### src/rtl/prog_mem_pkg.sv
// Shared definitions for the program-memory fetch path.
//   PROG_ADDR_W       : default ROM byte-address width (PC is one bit narrower)
//   PROG_RESET_VECTOR : default word address taken on reset and after a load
//   ST_*              : fetch controller state encoding (also visible on dbg_state)
package prog_mem_pkg;

  localparam int PROG_ADDR_W       = 15;
  localparam int PROG_RESET_VECTOR = 0;

  localparam logic [1:0] ST_IDLE  = 2'd0;
  localparam logic [1:0] ST_LOAD  = 2'd1;
  localparam logic [1:0] ST_FETCH = 2'd2;
  localparam logic [1:0] ST_VALID = 2'd3;

endpackage

### src/rtl/prog_loader_addr.sv
// Byte-write address generator for program loading.
// Ports:
//   clk, clr_n   : clock, asynchronous active-low reset
//   load_active  : controller is in LOAD
//   ld_start     : restart the load (address := 0, overflow cleared)
//   ld_valid     : loader offers a byte
//   wr_addr      : current ROM byte write address
//   ld_ready     : byte accepted this cycle
//   ld_overflow  : sticky, a byte was offered after the last address was written
// Handshake: a byte transfers in any cycle where ld_valid && ld_ready; the
// loader keeps ld_valid/ld_data stable until it sees ld_ready.
module prog_loader_addr #(
  parameter int ADDR_W = 15
) (
  input  logic              clk,
  input  logic              clr_n,
  input  logic              load_active,
  input  logic              ld_start,
  input  logic              ld_valid,
  output logic [ADDR_W-1:0] wr_addr,
  output logic              ld_ready,
  output logic              ld_overflow
);

  logic [ADDR_W-1:0] addr_q, addr_d;
  logic              full_q, full_d;
  logic              ovf_q, ovf_d;
  logic              accept;

  // No byte is taken in the ld_start cycle: the address is being reset.
  assign ld_ready = load_active & ~ld_start & ~full_q;
  assign accept   = ld_valid & ld_ready;

  always_comb begin
    addr_d = addr_q;
    full_d = full_q;
    ovf_d  = ovf_q;
    if (ld_start) begin
      addr_d = '0;
      full_d = 1'b0;
      ovf_d  = 1'b0;
    end else if (load_active) begin
      if (accept) begin
        // The top address is written once; the counter then parks there
        // instead of wrapping onto byte 0.
        if (addr_q == '1) full_d = 1'b1;
        else              addr_d = addr_q + ADDR_W'(1);
      end else if (ld_valid && full_q) begin
        ovf_d = 1'b1;
      end
    end
  end

  always_ff @(posedge clk or negedge clr_n) begin
    if (!clr_n) begin
      addr_q <= '0;
      full_q <= 1'b0;
      ovf_q  <= 1'b0;
    end else begin
      addr_q <= addr_d;
      full_q <= full_d;
      ovf_q  <= ovf_d;
    end
  end

  assign wr_addr     = addr_q;
  assign ld_overflow = ovf_q;

endmodule

### src/rtl/prog_fetch_ctrl.sv
// Fetch controller for the dual-port program ROM (registered outputs).
// Owns the word PC, streams 16-bit words to the decoder and hands the ROM
// write port to the byte loader during programming.
// Ports:
//   clk, clr_n                   : clock, asynchronous active-low reset
//   run                          : fetch while high
//   ld_start/ld_valid/ld_data/ld_done, ld_ready/ld_overflow : loader side
//   redirect, redirect_pc        : branch target from the core
//   instr_valid/instr_ready, instr, instr_pc : decoder side
//   rom_addr_a/b, rom_en_reg, rom_clr_reg_n  : ROM read port control
//   rom_we, rom_write_addr, rom_data         : ROM write port
//   rom_qa, rom_qb               : ROM registered read data (high, low byte)
//   dbg_state                    : current FSM state (ST_* encoding)
// Handshake: a word transfers in any cycle where instr_valid && instr_ready;
// while instr_valid is high and instr_ready is low, instr and instr_pc hold.
module prog_fetch_ctrl
  import prog_mem_pkg::*;
#(
  parameter int ADDR_W       = PROG_ADDR_W,
  parameter int RESET_VECTOR = PROG_RESET_VECTOR
) (
  input  logic              clk,
  input  logic              clr_n,
  input  logic              run,
  input  logic              ld_start,
  input  logic              ld_valid,
  input  logic [7:0]        ld_data,
  input  logic              ld_done,
  output logic              ld_ready,
  output logic              ld_overflow,
  input  logic              redirect,
  input  logic [ADDR_W-2:0] redirect_pc,
  output logic              instr_valid,
  input  logic              instr_ready,
  output logic [15:0]       instr,
  output logic [ADDR_W-2:0] instr_pc,
  output logic [ADDR_W-1:0] rom_addr_a,
  output logic [ADDR_W-1:0] rom_addr_b,
  output logic              rom_en_reg,
  output logic              rom_clr_reg_n,
  output logic              rom_we,
  output logic [ADDR_W-1:0] rom_write_addr,
  output logic [7:0]        rom_data,
  input  logic [7:0]        rom_qa,
  input  logic [7:0]        rom_qb,
  output logic [1:0]        dbg_state
);

  localparam int              PC_W   = ADDR_W - 1;
  localparam logic [PC_W-1:0] RST_PC = PC_W'(RESET_VECTOR);

  logic [1:0]      state_q, state_d;
  logic [PC_W-1:0] pc_q, pc_d;
  logic [PC_W-1:0] instr_pc_q, instr_pc_d;
  logic            rom_en;

  // Next-state / next-pc. ld_start outranks everything; redirect outranks
  // the handshake but the current word still counts as delivered.
  always_comb begin
    state_d = state_q;
    pc_d    = pc_q;
    rom_en  = 1'b0;
    if (ld_start) begin
      state_d = ST_LOAD;
    end else begin
      case (state_q)
        ST_IDLE: begin
          if (run) state_d = ST_FETCH;
        end
        ST_LOAD: begin
          if (ld_done) begin
            state_d = ST_IDLE;
            pc_d    = RST_PC;
          end
        end
        ST_FETCH: begin
          if (redirect) begin
            pc_d = redirect_pc;
          end else begin
            rom_en  = 1'b1;
            state_d = ST_VALID;
          end
        end
        ST_VALID: begin
          if (redirect) begin
            pc_d    = redirect_pc;
            state_d = ST_FETCH;
          end else if (instr_ready) begin
            pc_d = pc_q + PC_W'(1);
            if (run) rom_en  = 1'b1;
            else     state_d = ST_IDLE;
          end
        end
        default: state_d = ST_IDLE;
      endcase
    end
  end

  // instr_pc tracks whatever address the ROM output register is loading.
  assign instr_pc_d = rom_en ? pc_d : instr_pc_q;

  always_ff @(posedge clk or negedge clr_n) begin
    if (!clr_n) begin
      state_q    <= ST_IDLE;
      pc_q       <= RST_PC;
      instr_pc_q <= RST_PC;
    end else begin
      state_q    <= state_d;
      pc_q       <= pc_d;
      instr_pc_q <= instr_pc_d;
    end
  end

  prog_loader_addr #(
    .ADDR_W (ADDR_W)
  ) u_loader (
    .clk         (clk),
    .clr_n       (clr_n),
    .load_active (state_q == ST_LOAD),
    .ld_start    (ld_start),
    .ld_valid    (ld_valid),
    .wr_addr     (rom_write_addr),
    .ld_ready    (ld_ready),
    .ld_overflow (ld_overflow)
  );

  // Addresses follow the next pc so the ROM register captures the word that
  // will be presented in the following cycle (one word per cycle streaming).
  assign rom_addr_a    = {pc_d, 1'b1};
  assign rom_addr_b    = {pc_d, 1'b0};
  assign rom_en_reg    = rom_en;
  assign rom_clr_reg_n = ~ld_start;
  assign rom_we        = ld_valid & ld_ready;
  assign rom_data      = ld_data;

  // Masked by ld_start so an aborted fetch cannot complete a handshake.
  assign instr_valid = (state_q == ST_VALID) & ~ld_start;
  assign instr       = {rom_qa, rom_qb};
  assign instr_pc    = instr_pc_q;
  assign dbg_state   = state_q;

endmodule

### config.mk
export PLATFORM = sky130hd
export DESIGN_NAME = prog_fetch_ctrl
export DESIGN_NICKNAME = d
export VERILOG_FILES = /design/src/rtl/prog_mem_pkg.sv /design/src/rtl/prog_loader_addr.sv /design/src/rtl/prog_fetch_ctrl.sv
export SDC_FILE = /design/constraint.sdc
export NUM_CORES = 1
export LEC_CHECK = 0
export ABC_CLOCK_PERIOD_IN_PS = 2150
export CAP_MARGIN = 10
export CORE_UTILIZATION = 43
export DETAILED_ROUTE_END_ITERATION = 8
export PLACE_DENSITY = 0.82
export SETUP_SLACK_MARGIN = 0.2
export SLEW_MARGIN = 20
export SYNTH_ARGS = -nofsm -noshare
export SYNTH_HDL_FRONTEND = slang
export SYNTH_SLANG_ARGS = --single-unit
export TNS_END_PERCENT = 30
### constraint.sdc
create_clock -name clk -period 2.15 [get_ports clk]
set_input_delay 0.215 -clock clk [delete_from_list [all_inputs] [get_ports clk]]
set_output_delay 0.215 -clock clk [all_outputs]
set_load 0.02 [all_outputs]
# Yosys cells after proc, flatten, opt, wreduce, memory -nomap -nowiden
# Cells that the tools add are included.
# word_totals
elab_cells,67
regBits,47
in_bits,46
# classes
n_mux,32
addsub,2
bitwise_logic,6
eq_ne,11
reduce_logical,10
# op_table
cell,n
$mux 14,5
$mux 15,4
$pmux 14 s3,1
$add 15x1->15 const B,1
$eq 15x15->1 const B,1
$add 14x1->14 const B,1
$mux 2,7
$mux 1,13
$ne 3x3->1 const B,3
$reduce_and 3->1,3
$ne 4x4->1 const B,2
$pmux 2 s4,1
$reduce_bool 2->1,4
$reduce_and 5->1,1
$and 1x1->1,4
$eq 2x2->1 const B,2
$ne 2x2->1 const B,2
$eq 2x1->1 const B,1
$logic_not 2->1,1
$not 1->1,2
$pmux 1 s2,1
$logic_and 1x1->1,1

# Logic depth before layout (Yosys ltp)
# Gate-level depths: netlist (run 1).
# depth
depth_word,7
depth_mapped,8
mapped_depth_nobuf,5

# Hierarchy
# A second synthesis (run 1) with hierarchy kept.
# hier_totals
hier_cells,358
area_unflattened_um2,3109.2
# modules_own_cells
mod,area_each_um2,n_inst,cells_each
prog_fetch_ctrl,2143.3,1,259
prog_loader_addr,965.9,1,99

# Least setup slack after synthesis (run 1)
# Ideal clock, no wire load.
# synth_path
path_kind,register to output
start,"register state_q[0], in the netlist dbg_state[0]"
end,output port rom_addr_b[6]
setup_slack_ns,-0.357
path_buffers,3
t_arrival_ns,2.292
stages_incl_launch_ff,6
path_cell_list,dfrtp_1 buf_2 buf_1 nand2_1 o41ai_1 buf_4
# synth_between
elab_chain_len,3
word_cells_on_any_way,5
classes_between,3 x eq/ne; 2 x mux
# synth_rtl
element,line_no,rtl
start: declaration,prog_fetch_ctrl.sv:52,"logic [1:0] state_q, state_d;"
start signal: assignment,prog_fetch_ctrl.sv:108,state_q <= state_d;
$eq 2x2->1 or $eq 2x1->1 (tied branches),prog_fetch_ctrl.sv:66,case (state_q)
$pmux 14 s3 *,prog_fetch_ctrl.sv:66,
$mux 14 *,prog_fetch_ctrl.sv:63,if (ld_start) begin
end: declaration,prog_fetch_ctrl.sv:38,"output logic [ADDR_W-1:0] rom_addr_b,"
# Every way passes the cells marked *; elsewhere a longest branch is shown, timed or not.

# Final worst setup path (run 1)
# layout_path
start,register pc_q[1]
end,output port rom_addr_a[7]
# layout_between
elab_chain_len,5
# layout_rtl
element,line_no,rtl
start: declaration,prog_fetch_ctrl.sv:53,"logic [PC_W-1:0] pc_q, pc_d;"
start signal: assignment,prog_fetch_ctrl.sv:109,pc_q <= pc_d;
$add 14x1->14,prog_fetch_ctrl.sv:89,pc_d = pc_q + PC_W'(1);
$mux 14,prog_fetch_ctrl.sv:88,end else if (instr_ready) begin
$mux 14,prog_fetch_ctrl.sv:85,if (redirect) begin
$pmux 14 s3,prog_fetch_ctrl.sv:66,
$mux 14,prog_fetch_ctrl.sv:63,
end: declaration,prog_fetch_ctrl.sv:37,"output logic [ADDR_W-1:0] rom_addr_a,"
# Every way passes these cells.

==> reports/qor.yml, run 1 <==
max-clock-path-buffers: 2
setup_ws_ns: -0.1083
clkTransAtPathRegs_ns: 0.09
post-route-min-period_ns: 2.258
p_leak_nw: 2.162
viasPerCell: 5.885
antenna_left: 0
cts_tree: "built"
n_antenna_cell: 0
crit_type: "reg2out"
syn-num-nets: 404
final_area_mm2: 0.004905
syn_area_per_cell_um2: 8.811
hold_class: "in2out"
root_buffer: "clkbuf_8"
worst_slew_pin_slew_ns: 0.7748
grt_antenna_before_repair: 0
r2r_setup_slack_ns: 0.19
synth.cell_area_mm2: 0.003137
grt_max_degree: 35
period_share_pct: 105.0
violations: "setup timing"
drive_gt1_share_pct: 38.60
hold_viol: 0
initial_core_util_pct: 45.42
yosysMostFrequentCell: "dfrtp_1"
die_h_um: 87.41
yosysSeqAreaShare_pct: 37.50
rsz0062_at_grt: "yes"
yosysTopAreaCell: "dfrtp_1"
cts_num_sinks: 47
drc_errors: 0
r2r-start: "dbg_state[1]"
cp_max_fo: 3
grt_pass1_wl_um: 16240
synthFlopType: "dfrtp_1"
area.growth.synth_to_final_pct: 56.36
maxCapViolations: 0
slew_headroom_pct: 48.35
synth_commonest_cells: "dfrtp_1 (47), buf_4 (40), a21oi_1 (24), nand2_1 (19)"
grt_pass1_vias: 3318
rows: 30
hold_slack_ns: 0.4300
synthArstFlopShare_pct: 100.0
place.gp.congestion: 0.9067
syn_inst: 356
end_kind: "output pin"
clk_latency_ns: 0.32
ctsHtreeMaxLevel: 2
netlist.area_leader.share_pct: 37.50
status: "finished with violations"
tritoncts.num_buffers: 5
yosysWarnings: 0
dieArea_mm2: 0.007641
fmax_ghz: 0.4428
avgRoutedWirePerCell_um: 18.03
portBuffers: 86
synth-edff-count: 0
power_density_mw_per_mm2: 588.7
drt-total-wl_um: 10510
first_pass_iters: 5
dp_hpwl_um: 7416
setup-violations-final: 15
nets: 534
cp.required_ns: 1.93
synth.distinct_cells: 55
die_w_um: 87.41
grtUsageTotal_pct: 27.53
drt_iter0_markers: 218
core_area_mm2: 0.006907
io_pins: 137
crit_path_start: "pc_q[1]"
vias: 3431
worstSetupStartpointType: "register"
hold_start: "rom_qa[2]"
ys_seq_elements: 47
drv_slew: 0
arrival_ns: 2.04
placed_area_mm2: 0.004389
finClkSkew_ns: 0.01467
peakVddDrop_v: 0.0004881
gr-total-overflow: 0
synth.top_cells.by_area: "dfrtp_1 (37%), buf_4 (9.6%), a21oi_1 (3.8%)"
[metrics by stage]
step	power, W	instances	worst slack, ns	TNS (ns)	utilization, %
after floorplan	0.001602	356	0.09833	0	-
after detailed placement	0.002018	555	-0.4568	-14.26	63.55
final	0.002887	583	-0.1083	-0.6194	71.01
after CTS	0.002827	574	-0.09532	-0.6462	68.13
after global routing	0.002992	583	-0.1774	-2.128	71.01
after global placement	0.002003	555	-0.4263	-13.08	63.55
[sequential cells by signal (all words and copies together) (netlist names)]
register,cells
u_loader.wr_addr,15
instr_pc,14
pc_q,14
dbg_state,2
u_loader.full_q,1
u_loader.ld_overflow,1
[logic make-up (layout without fill, tap and decap cells)]
family	Yosys count	count (layout)	synth area share (%)
multiplexers	9	9	3.071
AO/OA/AOI/OAI	103	103	22.54
AND/OR/NAND/NOR	120	120	22.10
other	2	2	0.2394
buffers and inverters	73	204	13.76
flip-flops	47	47	37.50
adder cells (fa/ha/maj)	2	2	0.7976
[layout by cell type (no fill, tap or decap), types with 8 or more instances in the layout]
| cell | synthesis | routed |
|---|---|---|
| a21oi_1 | 24 | 18 |
| a31oi_1 | 11 | 10 |
| buf_4 | 40 | 103 |
| buf_6 | 0 | 19 |
| clkdlybuf4s50_1 | 0 | 51 |
| dfrtp_1 | 47 | 43 |
| inv_1 | 8 | 8 |
| nand2_1 | 19 | 15 |
| nand3_1 | 16 | 15 |
| nand4_1 | 10 | 10 |
| nor2_1 | 16 | 16 |
| o21ai_0 | 16 | 11 |
[layout make-up]
| type | instances | area, µm² |
|---|---|---|
| inverter | 10 | 38.79 |
| multi-input combinational | 236 | 1834 |
| fill | 535 | 2002 |
| clock buffer | 5 | 68.82 |
| timing repair buffer | 186 | 1594 |
| clock inverter | 3 | 67.56 |
| sequential | 47 | 1181 |
| tap | 96 | 120.1 |
[where the power goes]
group | internal (W) | switching (W)
combinational | 0.000497 | 0.000528
clock | 0.000464 | 0.000331
sequential | 0.000988 | 0.0000784
[worst paths after layout]
check,to,cells after the start
min in group asynchronous,u_loader.wr_addr[14],2
min reg2reg,instr_pc[2],1
max reg2reg,instr_pc[9],7
min,instr[10],0
max,rom_addr_a[7],7
max in group asynchronous,pc_q[3],3
[per-layer routing]
metal  routed length [µm]  vias to the layer above  share of wire (%)  track usage, %
met3                  657                       40                6.2           4.834
li1                     -                     1556                  -               -
met2                 5164                      179                 49           46.52
met1                 4283                     1656                 41           34.54
met4                  408                        0                3.9           11.62
met5                    0                        -                  0               0
[worst max-delay path, cell delays in order, from the launching register on]
cell and delay [ns]:
dfrtp_1 0.41, ha_2 0.23, buf_4 0.12, nand3_1 0.12
o31ai_1 0.23, a21oi_1 0.12, a211o_1 0.32, buf_2 0.18
[what timing repair did]
| item | 4_1_cts | 5_1_grt |
|---|---|---|
| gates resized for setup | 178 | 36 |
| pin swaps | 14 | 12 |
| hold buffers | 1 | 0 |
| buffers inserted | 10 | 9 |
| setup endpoints to repair | 43 | 44 |
| endpoints found under the hold margin | 14 | 0 |
Note: power is estimated with default switching activity, not from simulation.
==> run 2, diff against run 1 <==
--- a/config.mk
+++ b/config.mk
@@ -5,11 +5,11 @@
 export SDC_FILE = /design/constraint.sdc
 export NUM_CORES = 1
 export LEC_CHECK = 0
-export ABC_CLOCK_PERIOD_IN_PS = 2150
+export ABC_CLOCK_PERIOD_IN_PS = 2890
 export CAP_MARGIN = 10
-export CORE_UTILIZATION = 43
+export CORE_UTILIZATION = 45
 export DETAILED_ROUTE_END_ITERATION = 8
-export PLACE_DENSITY = 0.82
+export PLACE_DENSITY = 0.85
 export SETUP_SLACK_MARGIN = 0.2
 export SLEW_MARGIN = 20
 export SYNTH_ARGS = -nofsm -noshare
==> constraint.sdc (replaced) <==
create_clock -name clk -period 2.89 [get_ports clk]
set_input_delay 0.289 -clock clk [delete_from_list [all_inputs] [get_ports clk]]
set_output_delay 0.289 -clock clk [all_outputs]
set_load 0.02 [all_outputs]
==> run 2 against run 1 <==
  * The run ends with hold timing left
  * Core utilization is 10 points lower
  * Register-to-register slack better by 0.59 ns
  * Sequential cell count stayed put
  * Critical path depth is 1 lower
  * Via count is 9.9% lower
  * Total power is 34% lower
  * Wire length is 18% lower
  * Critical path type unchanged
  * Hold slack worse by 0.46 ns
  * Largest power group unchanged
  * Die area is 4.3% lower
  * Non-clock buffer count is 74 lower
  * Global-route usage is 3.4 points lower
==> reports/qor.yml, run 2 (synthesized netlist as in run 1, its figures left out) <==
slowest_delay_ns: 0.57
setup_tns_ns: 0
crit_type: "reg2out"
cp_max_fo: 11
die_h_um: 85.49
finalNonFillerCells: 493
die_w_um: 85.49
grt_pass1_wl_um: 14170
rows: 30
cts_num_sinks: 47
period_share_pct: 91.21
grtUsageTotal_pct: 24.09
grt_antenna_before_repair: 0
finClkSkew_ns: 0.01951
grt_max_degree: 48
power_density_mw_per_mm2: 466.0
vias: 3090
io_pins: 137
max-clock-path-buffers: 2
fmax_ghz: 0.3794
hold_slack_ns: -0.03330
cp_num_buf_inv: 2
dp_cells: 480
n_antenna_cell: 0
hold_viol: 29
maxCapViolations: 0
r2r_cells: 6
cp.required_ns: 2.60
drt-total-wl_um: 8635
critical_path_cell_count: 6
viasPerCell: 6.268
crit_slowest_cell: "clkdlybuf4s50_1"
worstSetupStartpointType: "register"
violations: "hold timing"
nets: 460
peakVddDrop_v: 0.0003171
grt_pass1_vias: 2943
drt_iter0_markers: 194
final_common_cell: "clkdlybuf4s50_1"
hold_class: "in2async"
status: "finished with violations"
slew_headroom_pct: 60.20
dieArea_mm2: 0.007309
crit_top_cell: "o21ai_0"
gr-total-overflow: 0
clkTransAtPathRegs_ns: 0.10
area.growth.synth_to_final_pct: 30.83
hold_buffers: 0
worst_slew_pin_slew_ns: 0.5971
final_cell_mix: "clkdlybuf4s50_1 (64), dfrtp_1 (41), buf_4 (26)"
arrival_ns: 2.35
initial_core_util_pct: 46.43
drc_errors: 0
p_leak_nw: 1.912
largest_reg_flops: 15
crit_chain: "buf_4 > nor2b_1 > a2bb2oi_1 > o21ai_0 > o21ai_0 > clkdlybuf4s50_1"
cts_tree: "built"
ctsHtreeMaxLevel: 2
drv_slew: 0
avgRoutedWirePerCell_um: 17.52
end_kind: "output pin"
first_pass_iters: 5
critPathTopFamily: "buffers and inverters"
setup-violations-final: 0
drive_gt1_share_pct: 14.04
portBuffers: 86
antenna_left: 0
clk_latency_ns: 0.31
core_area_mm2: 0.006756
root_buffer: "clkbuf_8"
dp_hpwl_um: 6142
post-route-min-period_ns: 2.636
place.gp.congestion: 0.8837
rsz0062_at_grt: "yes"
tritoncts.num_buffers: 5
-- run 2: cell types whose count changed in the layout (fill, tap and decap cells not counted), sizes merged --
cell	before	now
bufinv	2	1
clkinv	2	3
dlygate4sd2	4	5
dlygate4sd3	1	0
clkdlybuf4s50	51	64
dlymetal6s2s	0	16
clkdlybuf4s15	2	0
buf	128	27
-- run 2: stage by stage --
| stage | setup WS, ns | hold slack, ns | area (µm²) | power (W) | utilization (%) |
|---|---|---|---|---|---|
| floorplan | 0.3089 | -0.006591 | 3137 | 0.001182 | - |
| global placement | 0.1832 | 0.4942 | 3869 | 0.001413 | 57.26 |
| detailed placement | 0.07538 | 0.4919 | 3869 | 0.001424 | 57.26 |
| CTS | 0.02894 | 0.1936 | 4005 | 0.001917 | 59.28 |
| global route | 0.07268 | 0.01304 | 4104 | 0.002010 | 60.74 |
| finish | 0.2539 | -0.03330 | 4104 | 0.001912 | 60.74 |
-- run 2: timing repair --
item                                   CTS  global route
pin swaps                                0             1
setup endpoints to repair               27            23
cloned                                   0             0
endpoints found under the hold margin    0             0
setup buffers                            2             3
resized for setup                       10            27
-- run 2: cell type report --
cell class	count	area [µm²]
Multi-Input combinational cell	236	1567
Inverter	10	41.29
Timing Repair Buffer	112	1100
Tap cell	80	100.1
Clock buffer	5	68.82
Sequential cell	47	1184
Clock inverter	3	43.79
Fill cell	566	2653
-- run 2: final timing paths --
| kind | startpoint | end | slack (ns) |
|---|---|---|---|
| max | dbg_state[1] | rom_addr_b[1] | 0.25 |
| min | clr_n | u_loader.wr_addr[6] | -0.03 |
| max reg2reg | dbg_state[1] | u_loader.wr_addr[12] | 0.78 |
| min reg2reg | instr_pc[4] | instr_pc[4] | 0.52 |
| max in group asynchronous | clr_n | pc_q[3] | 2.47 |
| min in group clk | instr_pc[4] | instr_pc[4] | 0.52 |
-- run 2: metal layers --
layer / up-vias / GRT usage, % / wire [µm]
li1: 1408 / - / -
met1: 1493 / 31.59 / 3657
met2: 161 / 39.85 / 4110
met3: 28 / 4.235 / 657
met4: 0 / 9.242 / 209
met5: - / 0 / 0
-- run 2: where the power goes --
group	switching (W)	internal, W	leakage, nW
clock network	0.000239	0.000258	0.0581
logic	0.000323	0.000288	1.23
registers	0.0000687	0.000736	0.622
==> run 3, diff against run 2 <==
--- a/config.mk
+++ b/config.mk
@@ -14,5 +14,6 @@
 export SLEW_MARGIN = 20
 export SYNTH_ARGS = -nofsm -noshare
 export SYNTH_HDL_FRONTEND = slang
+export SYNTH_HIERARCHICAL = 1
 export SYNTH_SLANG_ARGS = --single-unit
 export TNS_END_PERCENT = 30
==> run 3 against run 2 <==
  * Combinational power is 6.7% lower
  * Die area decreased by 0.86%
  * The run still ends with hold timing left
  * First-iteration DRC count rose by 2.1%
  * Critical path depth up 2
  * Synthesized area shrank 0.88%
  * Total power decreased by 7.8%
  * Largest cell class unchanged
==> reports/qor.yml, run 3 <==
status: "finished with violations"
violations: "hold timing"
rows: 29
p_leak_nw: 1.671
nets: 464
hold_slack_ns: -0.01889
dp_cells: 484
finalNonFillerCells: 494
syn_area_per_cell_um2: 8.685
synthFlopType: "dfrtp_1"
grt_pass1_vias: 2890
finClkSkew_ns: 0.007143
worst_slew_pin_slew_ns: 0.5940
nFillCells: 537
synth-edff-count: 0
cp.required_ns: 2.60
grt_max_degree: 48
rsz0062_at_grt: "yes"
synth_commonest_cells: "dfrtp_1 (47), buf_4 (40), nand2_1 (37), nor2_1 (28), o21ai_0 (21)"
synth.top_cells.by_area: "dfrtp_1 (38%), buf_4 (9.7%), nand2_1 (4.5%)"
die_h_um: 85.12
viasPerCell: 6.030
drive_gt1_share_pct: 14.15
syn_inst: 358
maxCapViolations: 0
place.gp.congestion: 0.9353
antenna_left: 0
yosysMostFrequentCell: "dfrtp_1"
yosysTopAreaCell: "dfrtp_1"
drt-total-wl_um: 8422
grtUsageTotal_pct: 23.60
vias: 2979
crit_type: "in2out"
setup-violations-final: 0
portBuffers: 86
synthArstFlopShare_pct: 100.0
first_pass_iters: 5
cp_max_fo: 8
clkTransAtPathRegs_ns: 0.08
core_area_mm2: 0.006495
largest_reg_flops: 15
synth.cell_area_mm2: 0.003109
r2r_setup_slack_ns: 0.55
power_density_mw_per_mm2: 446.6
multi_input_area_mm2: 0.001541
dp_slack_ns: -0.04174
drc_errors: 0
die_w_um: 85.12
end_kind: "output pin"
ys_seq_elements: 47
total_power_w: 0.001764
setup_ws_ns: 0.2055
arrival_ns: 2.40
grt_antenna_before_repair: 0
peakVddDrop_v: 0.0002153
drt_iter0_markers: 198
fmax_ghz: 0.3725
root_buffer: "clkbuf_8"
yosysSeqAreaShare_pct: 37.83
period_share_pct: 92.89
io_pins: 137
slew_headroom_pct: 60.40
post-route-min-period_ns: 2.685
seqCellArea_mm2: 0.001179
avgRoutedWirePerCell_um: 17.05
worstSetupStartpointType: "input port"
dp_hpwl_um: 6129
yosysWarnings: 6
area.growth.synth_to_final_pct: 27.00
grt_pass1_wl_um: 13630
hold_class: "in2async"
drv_slew: 0
final_cell_mix: "clkdlybuf4s50_1 (63), dfrtp_1 (45), nand2_1 (37)"
cts_tree: "built"
syn-num-nets: 406
dieArea_mm2: 0.007245
hold_viol: 19
clk_latency_ns: 0.30
ctsHtreeMaxLevel: 2
synth.distinct_cells: 67
gr-total-overflow: 0
tritoncts.num_buffers: 5
final_common_cell: "clkdlybuf4s50_1"
cts_num_sinks: 47
initial_core_util_pct: 47.87
hold_buffers: 0
n_antenna_cell: 0
max-clock-path-buffers: 2
netlist.area_leader.share_pct: 37.83
[run 3: cell count changes after synthesis, moves of 5 or more]
cell,previous run,this run
and3_1,6,0
and4_1,8,1
nand2b_1,7,2
a21oi_1,24,12
nand2_1,19,37
buf_2,6,11
o21ai_0,16,21
inv_1,8,14
nor2_1,16,28
clkbuf_1,13,2
[run 3: power breakdown]
group          switching [W]  leakage, nW  total, W  internal [W]
combinational       0.000311         1.00  0.000570      0.000259
clock               0.000228       0.0418  0.000402      0.000174
sequential         0.0000631        0.629  0.000792      0.000729
[run 3: area by class of cell]
class | instances | area share [%]
timing repair buffer | 107 | 25.10
clock buffer | 6 | 1.838
tap | 77 | 2.440
sequential | 47 | 29.85
inverter | 14 | 1.331
multi-input combinational | 241 | 39.04
clock inverter | 2 | 0.4119
[run 3: critical path, cell delays in order]
cell and delay [ns]:
clkdlybuf4s50_1 0.52, inv_1 0.28, buf_4 0.19, nand2_1 0.09, o21ai_0 0.17, nand2_1 0.06, o21ai_1 0.15, clkdlybuf4s50_1 0.65
[run 3: through the flow]
stage | area [µm²] | setup TNS, ns | util, % | hold WS [ns]
after floorplan | 3109 | 0 | - | -0.006591
after global placement | 3841 | 0 | 59.14 | 0.4749
after detailed placement | 3841 | -0.1659 | 59.14 | 0.4891
after CTS | 3938 | 0 | 60.62 | 0.2091
after global routing | 3949 | 0 | 60.80 | 0.03397
final | 3949 | 0 | 60.80 | -0.01889
[run 3: worst paths after layout]
| path | cells after the start | startpoint | to |
|---|---|---|---|
| worst max-delay path | 8 | redirect | rom_addr_b[6] |
| worst min-delay path | 1 | clr_n | instr_pc[12] |
| worst max register to register | 6 | dbg_state[1] | u_loader/wr_addr[13] |
| worst min register to register | 1 | instr_pc[11] | instr_pc[11] |
| max in group asynchronous | 1 | clr_n | dbg_state[0] |
| min in group clk | 1 | instr_pc[11] | instr_pc[11] |
[run 3: layer usage]
metal | vias up | part of all wire [%] | GRT usage [%]
met5 | - | 0 | 0
met4 | 0 | 3.2 | 10.17
met3 | 37 | 6.5 | 4.961
met2 | 158 | 50 | 40.98
met1 | 1419 | 41 | 28.28
li1 | 1365 | - | -
[run 3: kinds of logic after synthesis]
group / after synthesis / share of synthesized area, %
and+or+nand+nor: 136 / 23.46
AOI/OAI and AO/OA: 85 / 18.39
buffers and inverters: 70 / 13.76
DFF: 47 / 37.83
muxes: 12 / 4.386
xor gates and xnor gates: 4 / 1.127
adders and majority gates: 2 / 0.8047
other: 2 / 0.2415
[run 3: timing repair]
item / 4_1_cts / 5_1_grt
resized for setup: 30 / 10
hold endpoints to repair: 0 / 0
pin swaps: 0 / 2
buffers inserted: 0 / 2
setup endpoints to repair: 24 / 20
